--- src/rtl/irq_pkg.sv ---
// Shared types and defaults for the interrupt controller: FSM state encoding,
// default sizing and the holdoff counter width.
package irq_pkg;

    localparam int DEF_NUM_SRC = 4;
    localparam int DEF_HOLDOFF = 4;
    localparam int CNT_W       = 4;

    typedef enum logic [1:0] {
        ST_IDLE    = 2'd0,
        ST_RAISE   = 2'd1,
        ST_HOLDOFF = 2'd2,
        ST_SERVICE = 2'd3
    } irq_state_e;

endpackage

--- src/rtl/irq_sync.sv ---
// Per-source 2-flop synchronizer followed by a rising-edge detector on the
// synchronized value.
module irq_sync
    import irq_pkg::*;
(
    input  logic clk,
    input  logic reset,
    input  logic asyncIn,
    output logic rise
);

    logic sync1_r;
    logic sync2_r;
    logic prev_r;

    // Synchronizer chain plus one delayed copy for edge detection
    always_ff @(posedge clk) begin
        if (reset) begin
            sync1_r <= 1'b0;
            sync2_r <= 1'b0;
            prev_r  <= 1'b0;
        end else begin
            sync1_r <= asyncIn;
            sync2_r <= sync1_r;
            prev_r  <= sync2_r;
        end
    end

    assign rise = sync2_r & ~prev_r;

endmodule

--- src/rtl/irq_controller.sv ---
// Interrupt controller: latches edge requests, arbitrates lowest-index first
// and sequences RAISE -> HOLDOFF -> SERVICE for one interrupt at a time.
module irq_controller
    import irq_pkg::*;
#(
    parameter int NUM_SRC = DEF_NUM_SRC,
    parameter int HOLDOFF = DEF_HOLDOFF
) (
    input  logic                       clk,
    input  logic                       reset,
    input  logic [NUM_SRC-1:0]         irq_in,
    input  logic                       mask_we,
    input  logic [NUM_SRC-1:0]         mask_data,
    input  logic                       rti_done,
    output logic                       interrupt,
    output logic [$clog2(NUM_SRC)-1:0] irq_id,
    output logic                       irq_active,
    output logic [NUM_SRC-1:0]         pending,
    output logic                       spurious_rti
);

    localparam int ID_W = $clog2(NUM_SRC);
    localparam logic [CNT_W-1:0] HOLD_LAST = CNT_W'(HOLDOFF - 1);

    irq_state_e         state_r;
    irq_state_e         nextState_s;
    logic [CNT_W-1:0]   holdCnt_r;
    logic [CNT_W-1:0]   holdCntNext_s;
    logic [ID_W-1:0]    irqId_r;
    logic [ID_W-1:0]    irqIdNext_s;
    logic [ID_W-1:0]    winner_s;
    logic [NUM_SRC-1:0] rise_s;
    logic [NUM_SRC-1:0] mask_r;
    logic [NUM_SRC-1:0] pending_r;
    logic [NUM_SRC-1:0] pendingNext_s;
    logic [NUM_SRC-1:0] clrMask_s;
    logic [NUM_SRC-1:0] eligible_s;
    logic               anyEligible_s;
    logic               interrupt_r;
    logic               irqActive_r;
    logic               spurious_r;

    // Lowest set bit wins; scanning downward lets the lowest index overwrite
    function automatic logic [ID_W-1:0] lowestIndex(input logic [NUM_SRC-1:0] vec);
        logic [ID_W-1:0] idx;
        idx = {ID_W{1'b0}};
        for (int i = NUM_SRC - 1; i >= 0; i--) begin
            if (vec[i]) begin
                idx = ID_W'(i);
            end else begin
                idx = idx;
            end
        end
        return idx;
    endfunction

    for (genvar g = 0; g < NUM_SRC; g++) begin : gSync
        irq_sync uSync (
            .clk     (clk),
            .reset   (reset),
            .asyncIn (irq_in[g]),
            .rise    (rise_s[g])
        );
    end

    // Arbitration over unmasked pending requests
    always_comb begin
        eligible_s    = pending_r & mask_r;
        anyEligible_s = |eligible_s;
        winner_s      = lowestIndex(eligible_s);
    end

    // Pending update: the RAISE cycle retires the winner, a new edge always wins
    always_comb begin
        clrMask_s = {NUM_SRC{1'b0}};
        if (state_r == ST_RAISE) begin
            clrMask_s = {{(NUM_SRC-1){1'b0}}, 1'b1} << irqId_r;
        end else begin
            clrMask_s = {NUM_SRC{1'b0}};
        end
        pendingNext_s = (pending_r & ~clrMask_s) | rise_s;
    end

    // Next-state, holdoff counter and winner capture
    always_comb begin
        nextState_s   = state_r;
        holdCntNext_s = {CNT_W{1'b0}};
        irqIdNext_s   = irqId_r;
        case (state_r)
            ST_IDLE: begin
                if (anyEligible_s) begin
                    nextState_s = ST_RAISE;
                    irqIdNext_s = winner_s;
                end else begin
                    nextState_s = ST_IDLE;
                end
            end
            ST_RAISE: begin
                nextState_s = ST_HOLDOFF;
            end
            ST_HOLDOFF: begin
                if (holdCnt_r == HOLD_LAST) begin
                    nextState_s = ST_SERVICE;
                end else begin
                    holdCntNext_s = holdCnt_r + 4'd1;
                end
            end
            ST_SERVICE: begin
                if (rti_done) begin
                    nextState_s = ST_IDLE;
                end else begin
                    nextState_s = ST_SERVICE;
                end
            end
            default: begin
                nextState_s = ST_IDLE;
            end
        endcase
    end

    // FSM state, counter and serviced-source index
    always_ff @(posedge clk) begin
        if (reset) begin
            state_r   <= ST_IDLE;
            holdCnt_r <= {CNT_W{1'b0}};
            irqId_r   <= {ID_W{1'b0}};
        end else begin
            state_r   <= nextState_s;
            holdCnt_r <= holdCntNext_s;
            irqId_r   <= irqIdNext_s;
        end
    end

    // Request latch and mask register; a mask write only affects arbitration
    always_ff @(posedge clk) begin
        if (reset) begin
            pending_r <= {NUM_SRC{1'b0}};
            mask_r    <= {NUM_SRC{1'b1}};
        end else begin
            pending_r <= pendingNext_s;
            if (mask_we) begin
                mask_r <= mask_data;
            end else begin
                mask_r <= mask_r;
            end
        end
    end

    // Registered outputs decoded from the upcoming state so they align with it
    always_ff @(posedge clk) begin
        if (reset) begin
            interrupt_r <= 1'b0;
            irqActive_r <= 1'b0;
            spurious_r  <= 1'b0;
        end else begin
            interrupt_r <= (nextState_s == ST_RAISE);
            irqActive_r <= (nextState_s != ST_IDLE);
            spurious_r  <= spurious_r | (rti_done & (state_r != ST_SERVICE));
        end
    end

    assign interrupt    = interrupt_r;
    assign irq_id       = irqId_r;
    assign irq_active   = irqActive_r;
    assign pending      = pending_r;
    assign spurious_rti = spurious_r;

endmodule

--- config.mk ---
export PLATFORM = sky130hd
export DESIGN_NAME = irq_controller
export DESIGN_NICKNAME = d
export VERILOG_FILES = /design/src/rtl/irq_pkg.sv /design/src/rtl/irq_sync.sv /design/src/rtl/irq_controller.sv
export SDC_FILE = /design/constraint.sdc
export NUM_CORES = 1
export LEC_CHECK = 0
export CAP_MARGIN = 20
export CORE_UTILIZATION = 49
export DETAILED_ROUTE_END_ITERATION = 12
export HOLD_SLACK_MARGIN = 0.15
export PLACE_DENSITY = 0.74
export SYNTH_ARGS = -nofsm -noshare
export SYNTH_HDL_FRONTEND = slang
export SYNTH_SLANG_ARGS = --single-unit
--- constraint.sdc ---
create_clock -name clk -period 1.7 [get_ports clk]
set_clock_uncertainty 0.05 [all_clocks]
set_input_delay 0.255 -clock clk [delete_from_list [all_inputs] [get_ports clk]]
set_output_delay 0.255 -clock clk [all_outputs]
set_load 0.02 [all_outputs]
[Yosys cells after proc, flatten, opt, wreduce, memory -nomap -nowiden]
Cells that the tools add are included.
Word-level totals
  flip-flop bits (word level): 31
  input bits: 12
  output and inout port bits: 9
Operators by class
  reduce and logical (&&, ||, !) cells: 5
  $add $sub $neg: 1
  eq/ne operators: 6
  shift operators: 1
  bitwise logic cells: 15
  mux-type cells: 9
Operator list (count)
  two-way mux 2 bit: 6
  AND 4 bit: 2
  case mux 2 bit (4 select lines): 1
  AND 1 bit: 5
  inverter 1 bit: 5
  adder 4 x 1 -> 4 bit, second input constant: 1
  equality test 2 x 1 -> 1 bit, second input constant: 2
  equality test 2 bit, second input constant: 2
  equality test 4 x 2 -> 1 bit, second input constant: 1
  two-way mux 4 bit: 1
  inverter 4 bit: 1
  OR 4 bit: 1
  OR reduction 4 bit: 1
  left shift 1 x 2 -> 4 bit, first input constant: 1
  OR reduction 3 bit: 1
  logical NOT 2 bit: 1
  != test 2 bit, second input constant: 1
  AND reduction 2 bit: 1
  nonzero test 2 bit: 1
  two-way mux 1 bit: 1
  OR 1 bit: 1

[Logic depth before layout (Yosys ltp)]
  depth in word-level cells: 5
  gate-level depth with buffers: 5
  mapped depth without buffers: 4

[By module]
A second synthesis with hierarchy kept.
Unflattened totals
  cells, all modules: 109
  area total of the unflattened synthesis: 1138.6 µm²
Modules (own cells, without submodules)
  irq_controller: cells an instance 81, area an instance 788.3 µm², times used 1, sequential area each 380.4 µm²
  irq_sync: cells an instance 7, area an instance 87.6 µm², times used 4, sequential area each 60.1 µm²

[Worst setup path before layout]
Ideal clock, no wire load.
  kind: flip-flop to flip-flop
  start: reg state_r[0]
  end: reg interrupt_r (netlist: interrupt)
  buffers on the path: 2
  clock period less this slack: 1.307 ns
  arrival: 1.171 ns
  stages on the path, launching flop included: 6
  data required time: 1.564 ns
  slack: 0.393 ns
  cells stage by stage: dfxtp_1 -> buf_6 -> or2_1 -> buf_6 -> a31o_4 -> a221oi_2
On the way
  longest elaborated chain between the ends: 3
  elaborated cells on any way between the ends: 7
  those cells by class: 4 x eq/ne; 2 x mux; 1 x reduce/logical
RTL lines
  start, declared: RTL line irq_controller.sv:25  | irq_state_e state_r;
  start signal, assigned: RTL line irq_controller.sv:128  | state_r <= nextState_s;
  equality test 2 bit, or another cell as far along: RTL line irq_controller.sv:89  | case (state_r)
  case mux 2 bit (4 select lines) (*): RTL line irq_controller.sv:89
  equality test 2 x 1 -> 1 bit (*): RTL line irq_controller.sv:156  | interrupt_r <= (nextState_s == ST_RAISE);
  end signal, assigned: RTL line irq_controller.sv:156
  end, declared: RTL line irq_controller.sv:39  | logic interrupt_r;
Every way passes the cells marked *; elsewhere a longest branch is shown, timed or not.
A chain may end at the register's enable or synchronous reset.

[Worst setup path after layout]
  start: reg pending_r[3] (netlist: pending[3])
  end: out pending[3]
RTL lines
  start, declared: RTL line irq_controller.sv:34  | logic [NUM_SRC-1:0] pending_r;
  start signal, assigned: RTL line irq_controller.sv:137  | pending_r <= {NUM_SRC{1'b0}};
  start signal, assigned: RTL line irq_controller.sv:140  | pending_r <= pendingNext_s;
  end, declared: RTL line irq_controller.sv:18  | output logic [NUM_SRC-1:0] pending,
No word-level cell between the ends.

==> flow_metrics.tcl <==
set metrics [dict create \
    status "completed" \
    dp.cells 152 \
    synth.net_count 121 \
    drc_errors 0 \
    cts.reportedPaths.clkPinSlew_ps 100 \
    avgSynthCellArea_sq_um 10.3 \
    die_area_sq_um 2470 \
    rsz0062_at_grt "no" \
    globalRouteOverflowTotal 0 \
    antenna_cells 0 \
    synth.distinct_cells 29 \
    hp-start "gSync[2].uSync.sync1_r" \
    worstSetupPathType "flop to output port" \
    endpoint_kind "output port" \
    io_buffer_count 20 \
    hp-class "flop to flop" \
    tightest_slew_ps 400 \
    utilization_pct 69.5 \
    insertion_delay_ps 320 \
    max_stage_delay_ps 640 \
    drt_iter0_drc 9 \
    drt-total-wl_microns 1830 \
    design_area_sq_um 1420 \
    r2r_start "holdCnt_r[0]" \
    synth_edf_count 0 \
    critPathRequiredTime_ps 1390 \
    core_sq_um 2040 \
    vias_per_cell 4.93 \
    drive_gt1_share_pct 10.5 \
    finalCriticalPeriod_ps 1650 \
    fillerInstances 183 \
    rr_worst_depth 4 \
    cp.depth 1 \
    layout-area-overhead-vs-synth_pct 27.4 \
    wire_per_inst_microns 11.4 \
    mostFrequentLayoutCells "31 x dfxtp_1, 17 x nor2b_1, 17 x clkdlybuf4s50_1" \
    cp_top_family "buffers and inverters" \
    die_w_microns 49.7 \
    max_freq_mhz 606 \
    setup_violations 0 \
    clock_path_buffers 2 \
    cap_violations 0 \
    cts_setup_buffers 0 \
    antenna_left 0 \
    rrSetupSlack_ps 260 \
    ys_ff_latch 31 \
    p_per_area_nw_per_um2 1110 \
    seq_area_sq_um 621 \
    fin_setup_tns_ps 0 \
    antenna_found_initial 0 \
    rows 16 \
    multi_input_comb_area_sq_um 453 \
    synth_cells 108 \
    grt_pass1_vias 738 \
    synth_area_sq_um 1110 \
    endpoint "pending[3]" \
    crit_chain "clkdlybuf4s50_1" \
    grt_use_total_pct 18.3 \
    gp_congestion 0.838 \
    htree_levels 2 \
    leakage_uw 0.000573 \
    arrival_ps 1350 \
    start_util_pct 54.6 \
    peakVddDrop_v 0.00101 \
    grt_pass1_wl_microns 3220 \
    die_y_microns 49.7 \
    yosysSeqAreaShare_pct 55.7 \
    grt_max_degree 21 \
    synth_ff_type "dfxtp_1" \
    io_pins 21 \
    cts_tree "yes" \
    maxSlewViolCount 0 \
    crit_fanout 4 \
    path_buf_inv 1 \
    final_nets 145 \
    stdcell_count 160 \
    final_common_cell "dfxtp_1" \
    firstDrtPassIters 2 \
    numCtsBuffers 5 \
    dp_hpwl_microns 1280 \
    slew_headroom_pct 73.0 \
    critPathLaunch "pending[3]" \
    via_count 788 \
    cts_hold_buf 0 \
    cts_sinks 31 \
    total_power_uw 1580 \
    postPlaceCellArea_sq_um 1330 \
    r2r_end "interrupt" \
    fin_crit_sh_pct 97.1 \
    critical-path-slowest-cell "clkdlybuf4s50_1" \
    ys_warn_count 0 \
    root_buffer "clkbuf_4" \
    hold_viol 0 \
    async_flop_share_pct 0 \
    cp-start-kind "flop" \
]
worst min path at each step:
stage	to	slack [ps]	depth (start not counted)
2_1_floorplan	mask_r[0]	320	1
3_3_place_gp	gSync[1].uSync.sync2_r	370	1
3_5_place_dp	gSync[2].uSync.sync2_r	380	1
4_1_cts	gSync[2].uSync.sync2_r	400	1
5_1_grt	gSync[0].uSync.sync1_r	410	2
6_report	gSync[2].uSync.sync2_r	390	1
power breakdown:
part | leakage, uW | switching (uW) | total, uW | internal (uW)
Clock | 0.0000482 | 242 | 589 | 347
Combinational | 0.000270 | 84.5 | 187 | 103
Sequential | 0.000255 | 31.3 | 799 | 768
Total | 0.000573 | 357 | 1580 | 1220
through the flow:
stage	hold WS [ps]	setup WS, ps
floorplan	323	393
global placement	371	315
detailed placement	376	310
CTS	399	1.96
global route	414	0.935
finish	394	49.1
layer usage:
| metal | global-route usage (%) | vias to the layer above | share of wire (%) | wire length [microns] |
|---|---|---|---|---|
| met2 | 26.6 | 14 | 45 | 819 |
| met3 | 7.41 | 4 | 3.7 | 68 |
| li1 | - | 417 | - | - |
| met1 | 22.2 | 353 | 49 | 893 |
| met5 | 0 | - | 0 | 0 |
| met4 | 11.4 | 0 | 2.4 | 44 |
registers in the layout, indices dropped and copies added, names as in the netlist:
| name | count |
|---|---|
| gSync.uSync.prev_r | 4 |
| gSync.uSync.sync1_r | 4 |
| gSync.uSync.sync2_r | 4 |
| holdCnt_r | 4 |
| interrupt | 1 |
| irq_active | 1 |
| irq_id | 2 |
| mask_r | 4 |
| pending | 4 |
| spurious_rti | 1 |
| state_r | 2 |
cell type report:
class | instances | share of cell area, %
flip-flops and latches | 31 | 43.7
multi-input cells | 70 | 31.9
repair buffers | 22 | 15.4
clock buffers | 6 | 3.61
clock inverters | 2 | 2.47
well taps | 27 | 2.38
inverters | 2 | 0.529
kinds of logic (layout without fill, tap and decap cells):
logic type                 count (synthesis)  after routing  synth area share, %
DFF                                       31             31                 55.7
xor gates and xnor gates                   2              2                 1.57
AOI/OAI and AO/OA                         23             23                 15.5
and+or+nand+nor                           44             44                 22.4
adders and majority gates                  1              1                 1.12
buffers and inverters                      7             32                 3.70
Yosys cell counts, types with 2 or more instances:
cell type	count	area share, %
nor2b_1	17	9.5
nor3b_1	2	1.3
nand2_1	6	2.0
nand3b_1	2	1.3
dfxtp_1	31	56
a211o_1	4	3.1
buf_6	2	2.0
nor2_1	8	2.7
inv_1	2	0.67
clkbuf_1	3	1.0
o21ai_0	2	0.90
nand3_1	2	0.90
nand2b_1	3	1.7
a21oi_1	9	4.0
repair_timing:
item                       in CTS  in global routing
pin swaps                       0                  0
setup endpoints to repair       1                  2
gates cloned                    0                  0
gates resized for setup         1                  2
Power figures use the tool's default switching activity.
